[src/rtl/led_chase_scheduler.sv]
// led_chase_scheduler
//
// Drives the badge LED bank as a chaser. A single "head" LED advances one
// position per step. Every LED the head leaves behind fades by a right shift
// on each later step. Per-LED 8-bit brightness is rendered through one shared
// free-running PWM counter.
//
// The buttons are active-high and asynchronous to clk. Bits 0..4 are used:
//   btn[0] run/pause toggle
//   btn[1] single step (honoured only while paused)
//   btn[2] speed up (saturates at 3)
//   btn[3] speed down (saturates at 0)
//   btn[4] direction toggle
//
// Optional build macro LED_GAMMA_EN:
//   defined   -> brightness is gamma-corrected before PWM: eff = (b*b) >> 8
//   undefined -> eff = b, and no multiplier is built
//
// | state  | meaning                                              |
// |--------|------------------------------------------------------|
// | RUN    | divider ticks advance the head                       |
// | PAUSED | head frozen; btn[1] events advance the head one step |

module led_chase_scheduler #(
  parameter int NUM_LEDS   = 11,
  parameter int TICK_DIV   = 1000000,
  parameter int FADE_SHIFT = 1
) (
  input  logic                clk,
  input  logic                rst,
  input  logic [7:0]          btn,
  output logic [NUM_LEDS-1:0] led,
  output logic [3:0]          head,
  output logic                tick,
  output logic                paused
);

  // Counter only ever needs to reach TICK_DIV-1 (the speed-0 terminal).
  localparam int CNT_W = $clog2(TICK_DIV);

  localparam logic [CNT_W-1:0] TERM0 = CNT_W'((TICK_DIV >> 0) - 1);
  localparam logic [CNT_W-1:0] TERM1 = CNT_W'((TICK_DIV >> 1) - 1);
  localparam logic [CNT_W-1:0] TERM2 = CNT_W'((TICK_DIV >> 2) - 1);
  localparam logic [CNT_W-1:0] TERM3 = CNT_W'((TICK_DIV >> 3) - 1);

  localparam logic [3:0] LAST_IDX = 4'(NUM_LEDS - 1);

  typedef enum logic [0:0] {
    S_RUN    = 1'b0,
    S_PAUSED = 1'b1
  } state_t;

  state_t             state_q, state_d;

  logic [4:0]         sync1_q, sync2_q, prev_q;
  logic [4:0]         btn_ev;

  logic [CNT_W-1:0]   cnt_q, cnt_d;
  logic [CNT_W-1:0]   term;
  logic               tick_q, tick_d;

  logic [1:0]         speed_q, speed_d;
  logic               dir_q, dir_d;

  logic [3:0]         head_q, head_d;
  logic               step;

  logic [7:0]         bright_q [NUM_LEDS];
  logic [7:0]         eff      [NUM_LEDS];

  logic [7:0]         pwm_q;
  logic [NUM_LEDS-1:0] led_q, led_d;

  logic               unused_btn_hi;

  // Bits 7..5 of the button bus are not wired to any function.
  assign unused_btn_hi = ^btn[7:5];

  // Two-flop synchronizer plus a delayed copy for rising-edge detection.
  always_ff @(posedge clk) begin
    if (rst) begin
      sync1_q <= '0;
      sync2_q <= '0;
      prev_q  <= '0;
    end else begin
      sync1_q <= btn[4:0];
      sync2_q <= sync1_q;
      prev_q  <= sync2_q;
    end
  end

  // A held button produces a single one-cycle event.
  assign btn_ev = sync2_q & ~prev_q;

  // Select the divider terminal count for the current speed.
  always_comb begin
    term = TERM0;
    case (speed_q)
      2'd0:    term = TERM0;
      2'd1:    term = TERM1;
      2'd2:    term = TERM2;
      default: term = TERM3;
    endcase
  end

  // Divider: >= (not ==) so a speed increase that leaves the counter above
  // the new terminal wraps and ticks immediately instead of running to 2^N.
  always_comb begin
    cnt_d  = cnt_q + 1'b1;
    tick_d = 1'b0;
    if (cnt_q >= term) begin
      cnt_d  = '0;
      tick_d = 1'b1;
    end
  end

  // Speed up/down; simultaneous up and down events cancel.
  always_comb begin
    speed_d = speed_q;
    if (btn_ev[2] && !btn_ev[3] && (speed_q != 2'd3)) begin
      speed_d = speed_q + 2'd1;
    end else if (btn_ev[3] && !btn_ev[2] && (speed_q != 2'd0)) begin
      speed_d = speed_q - 2'd1;
    end
  end

  // Run/pause next-state logic.
  always_comb begin
    state_d = state_q;
    case (state_q)
      S_RUN:    if (btn_ev[0]) state_d = S_PAUSED;
      S_PAUSED: if (btn_ev[0]) state_d = S_RUN;
      default:  state_d = S_RUN;
    endcase
  end

  // Step gating looks at the pre-transition state, so a tick that lands with
  // a pause toggle still steps when we were running.
  assign step = (tick_q && (state_q == S_RUN)) ||
                (btn_ev[1] && (state_q == S_PAUSED));

  // Direction toggle only affects later steps; a coinciding step uses dir_q.
  assign dir_d = btn_ev[4] ? ~dir_q : dir_q;

  // Next head position, wrapping at both ends of the bank.
  always_comb begin
    head_d = head_q;
    if (step) begin
      if (!dir_q) begin
        head_d = (head_q == LAST_IDX) ? 4'd0 : head_q + 4'd1;
      end else begin
        head_d = (head_q == 4'd0) ? LAST_IDX : head_q - 4'd1;
      end
    end
  end

  // Control registers: FSM state, divider, speed, direction and head.
  always_ff @(posedge clk) begin
    if (rst) begin
      state_q <= S_RUN;
      cnt_q   <= '0;
      tick_q  <= 1'b0;
      speed_q <= 2'd0;
      dir_q   <= 1'b0;
      head_q  <= 4'd0;
    end else begin
      state_q <= state_d;
      cnt_q   <= cnt_d;
      tick_q  <= tick_d;
      speed_q <= speed_d;
      dir_q   <= dir_d;
      head_q  <= head_d;
    end
  end

  // Brightness: on a step the new head is set to full and wins over the fade.
  always_ff @(posedge clk) begin
    if (rst) begin
      for (int i = 0; i < NUM_LEDS; i++) begin
        bright_q[i] <= 8'd0;
      end
    end else if (step) begin
      for (int i = 0; i < NUM_LEDS; i++) begin
        if (4'(i) == head_d) begin
          bright_q[i] <= 8'hFF;
        end else begin
          bright_q[i] <= bright_q[i] >> FADE_SHIFT;
        end
      end
    end
  end

`ifdef LED_GAMMA_EN
  // Square-law gamma keeps the fading tail perceptually smoother.
  always_comb begin
    for (int i = 0; i < NUM_LEDS; i++) begin
      eff[i] = 8'((16'(bright_q[i]) * 16'(bright_q[i])) >> 8);
    end
  end
`else
  // Linear brightness straight into the PWM compare.
  always_comb begin
    for (int i = 0; i < NUM_LEDS; i++) begin
      eff[i] = bright_q[i];
    end
  end
`endif

  // PWM compare: eff=0 never lights, eff=255 lights 255 of 256 cycles.
  always_comb begin
    led_d = '0;
    for (int i = 0; i < NUM_LEDS; i++) begin
      led_d[i] = (eff[i] > pwm_q);
    end
  end

  // Shared PWM counter and registered LED drive.
  always_ff @(posedge clk) begin
    if (rst) begin
      pwm_q <= 8'd0;
      led_q <= '0;
    end else begin
      pwm_q <= pwm_q + 8'd1;
      led_q <= led_d;
    end
  end

  assign led    = led_q;
  assign head   = head_q;
  assign tick   = tick_q;
  assign paused = (state_q == S_PAUSED);

endmodule

[config.mk]
export PLATFORM = sky130hd
export DESIGN_NAME = led_chase_scheduler
export DESIGN_NICKNAME = d
export VERILOG_FILES = /design/src/rtl/led_chase_scheduler.sv
export SDC_FILE = /design/constraint.sdc
export NUM_CORES = 1
export LEC_CHECK = 0
export CAP_MARGIN = 30
export CORE_MARGIN = 2
export CORE_UTILIZATION = 64
export CTS_CLUSTER_DIAMETER = 150
export DETAILED_ROUTE_END_ITERATION = 6
export DONT_BUFFER_PORTS = 1
export HOLD_SLACK_MARGIN = 0.02
export PLACE_DENSITY = 0.8
export SLEW_MARGIN = 20
export SYNTH_ARGS = -nofsm -noshare
export SYNTH_HDL_FRONTEND = slang
export SYNTH_SLANG_ARGS = --single-unit
[constraint.sdc]
create_clock -name clk -period 4.9 [get_ports clk]
set_input_delay 1.47 -clock clk [delete_from_list [all_inputs] [get_ports clk]]
set_output_delay 1.47 -clock clk [all_outputs]
set_load 0.01 [all_outputs]
==> metrics.cfg <==
[sta]
slew_violations = 0
layout_min_cycle_time_ns = 3.068
fin_hold_ws_ns = 0.4357
rsz0062_at_grt = false
finalHoldViolations = 0
max_freq_ghz = 0.3259
finalCritPeriodShare = 0.6262
finalSetupTns_ns = 0
skew_ns = 0.008735
relSlewSlack = 0.4385
tightest_slew_ns = 0.8411
finalSetupViolCount = 0

[global_routing]
grt_first_pass_wirelength_um = 27590
grt-busiest-layer = met2
use_met3 = 0.05136
antenna_found_initial = 0
met2_usage = 0.4223
grt_max_degree = 71
grt_usage = 0.2483
grt-ovfl-total = 0
met1_usage = 0.3083
grt_pass1_vias = 5839

[floorplanning]
die_h_um = 118.1
io_pins = 27
die-width_um = 118.1
rows = 41
die-area_um2 = 13950
core_um2 = 12670
initial_core_util = 0.6578

[cts]
htreeDepth = 4
clk_latency_ns = 0.43
clk_pin_slew_ns = 0.06
post_cts_buffers = 0
cts_buffer_depth = 2
cts_buffers = 17
cts_resized = 0
clock-root-buffer = clkbuf_16
cts_sinks = 151
cts_tree = built
cts_hold_buf = 0

[detailed_routing]
vias_per_cell = 6.190
drt.antenna.violating_nets = 0
drc = 0
drtIter0Drc = 399
wl_per_cell_um = 17.77
first_pass_iters = 5
routed_wl_um = 16210
num_vias = 5645

[setup_path]
crit_type = reg2reg
critPathMaxStageDelay_ns = 0.63
path_cells = inv_1, ha_1, o21ai_0, ha_1, nand4_1, a21o_1, a2111oi_0, a211o_1, nor2_1
cp.buffers_inverters = 1
crit_top_cell = ha_1
path_max_fanout = 20
crit_arrival_ns = 3.36
required_ns = 5.19
slowest_stage = a211o_1
startpoint_type = flop
cp_top_family = compound AO/OA/AOI/OAI gates
rrSetupSlack_ns = 1.83
crit_path_end_kind = flop

[finish]
drive_above_1_share = 0.06351
nFillCells = 915
antenna_cells = 0
syn2layout_area_growth_pct = 8.466
final_nets = 854

[run]
drv_cap = 0

[yosys]
postSynthAreaPerCell_um2 = 11.43
synth_enable_flop_cells = 88
synth_fp_nets = 856
async_flop_share = 0
yosys_warnings = 0
ys_ff_latch = 151
syn_inst = 729
yosysSeqAreaShare = 0.4683
synth_ff_type = edfxtp_1
synth_area_um2 = 8335
netlist-cell-type-count = 50

[hold_path]
min_path_type = reg2reg

[placement]
gp_congestion = 0.8770
io_buffers = 0
dp.final_hpwl_um = 10970

[power_and_ir_drop]
peakVddDrop_mv = 0.3153
power.density_nw_per_um2 = 311.9
leakagePower_uw = 0.004183

[status]
outcome = finished, final reports clean

==> power breakdown <==
group / leakage, µW / switching [µW] / internal [µW]
Sequential: 0.00142 / 36.6 / 1390
Clock: 0.000274 / 513 / 670
Combinational: 0.00249 / 113 / 95.5
Total: 0.00418 / 663 / 2160
==> per-stage QoR <==
step	total power [µW]	worst slack, ns	instance area [µm²]	utilization	instances
3_3_place_gp	1640	1.891	8479	0.6692	879
5_1_grt	2921	1.617	9041	0.7135	912
4_1_cts	2836	1.828	9041	0.7135	912
3_5_place_dp	1664	1.845	8507	0.6714	880
2_1_floorplan	1608	0.5066	8335	-	729
6_report	2820	1.832	9041	0.7135	912
==> layout by cell type, fill, tap and decap left out, drive strengths merged, types with 18 or more instances in the layout <==
master and instances:
dfxtp 63, nor2b 32, xnor2 21, inv 35, nor2 35, clkbuf 20, a21oi 33, nand3 18
edfxtp 88, o21a 23, o21ai 30, and4 23, a21o 97, ha 117
==> synth_stat cells (all sizes together), types with 5 or more instances <==
master,n,area [µm²]
and4,23,201.4
a221oi,12,111.4
xnor2,21,183.9
inv,33,123.9
nand2,14,52.55
o21ai,30,150.1
o21a,23,172.7
nand4,5,31.28
nor2,35,131.4
clkbuf,18,68.81
edfxtp,88,2643
nand3,18,90.09
nor3,9,45.04
a21oi,33,195.2
a21o,97,728.2
buf,5,28.78
ha,117,1464
nor2b,32,200.2
dfxtp,63,1261
==> worst paths after layout <==
path | from | endpoint | cells past startpoint
min reg2reg | sync1_q[1] | sync2_q[1] | 1
max reg2reg | speed_q[0] | cnt_q[11] | 9
min | sync1_q[1] | sync2_q[1] | 1
max | speed_q[0] | cnt_q[11] | 9
==> kinds of logic after synthesis <==
kind of cell	share of synthesized area
compound gates	0.1923
buf+inv	0.02657
mux	0.001201
xor+xnor	0.02627
flops	0.4683
simple gates	0.1097
fa+ha+maj	0.1756
==> flip-flops by register name, summed over array words and instances, names as in the netlist <==
name and cells:
pwm_q 8, dir_q 1, sync1_q 5, tick 1, bright_q 88, cnt_q 20, speed_q 2, prev_q 5
sync2_q 5, paused 1, head 4, led 11
==> layer usage <==
layer | wire length, µm | part of all wire
met5 | 0 | 0
met4 | 270 | 0.017
met3 | 679 | 0.042
met2 | 8052 | 0.50
met1 | 7202 | 0.44
==> area by class of cell <==
class	instances	area, µm²	area share
Clock buffer	20	456.7	0.05051
Sequential cell	151	3904	0.4318
Clock inverter	12	77.57	0.008580
Timing Repair Buffer	2	35.03	0.003875
Multi-Input combinational cell	522	4229	0.4678
Inverter	33	123.9	0.01370
Tap cell	172	215.2	0.02380
No activity file was read; power rests on OpenSTA's default activity.
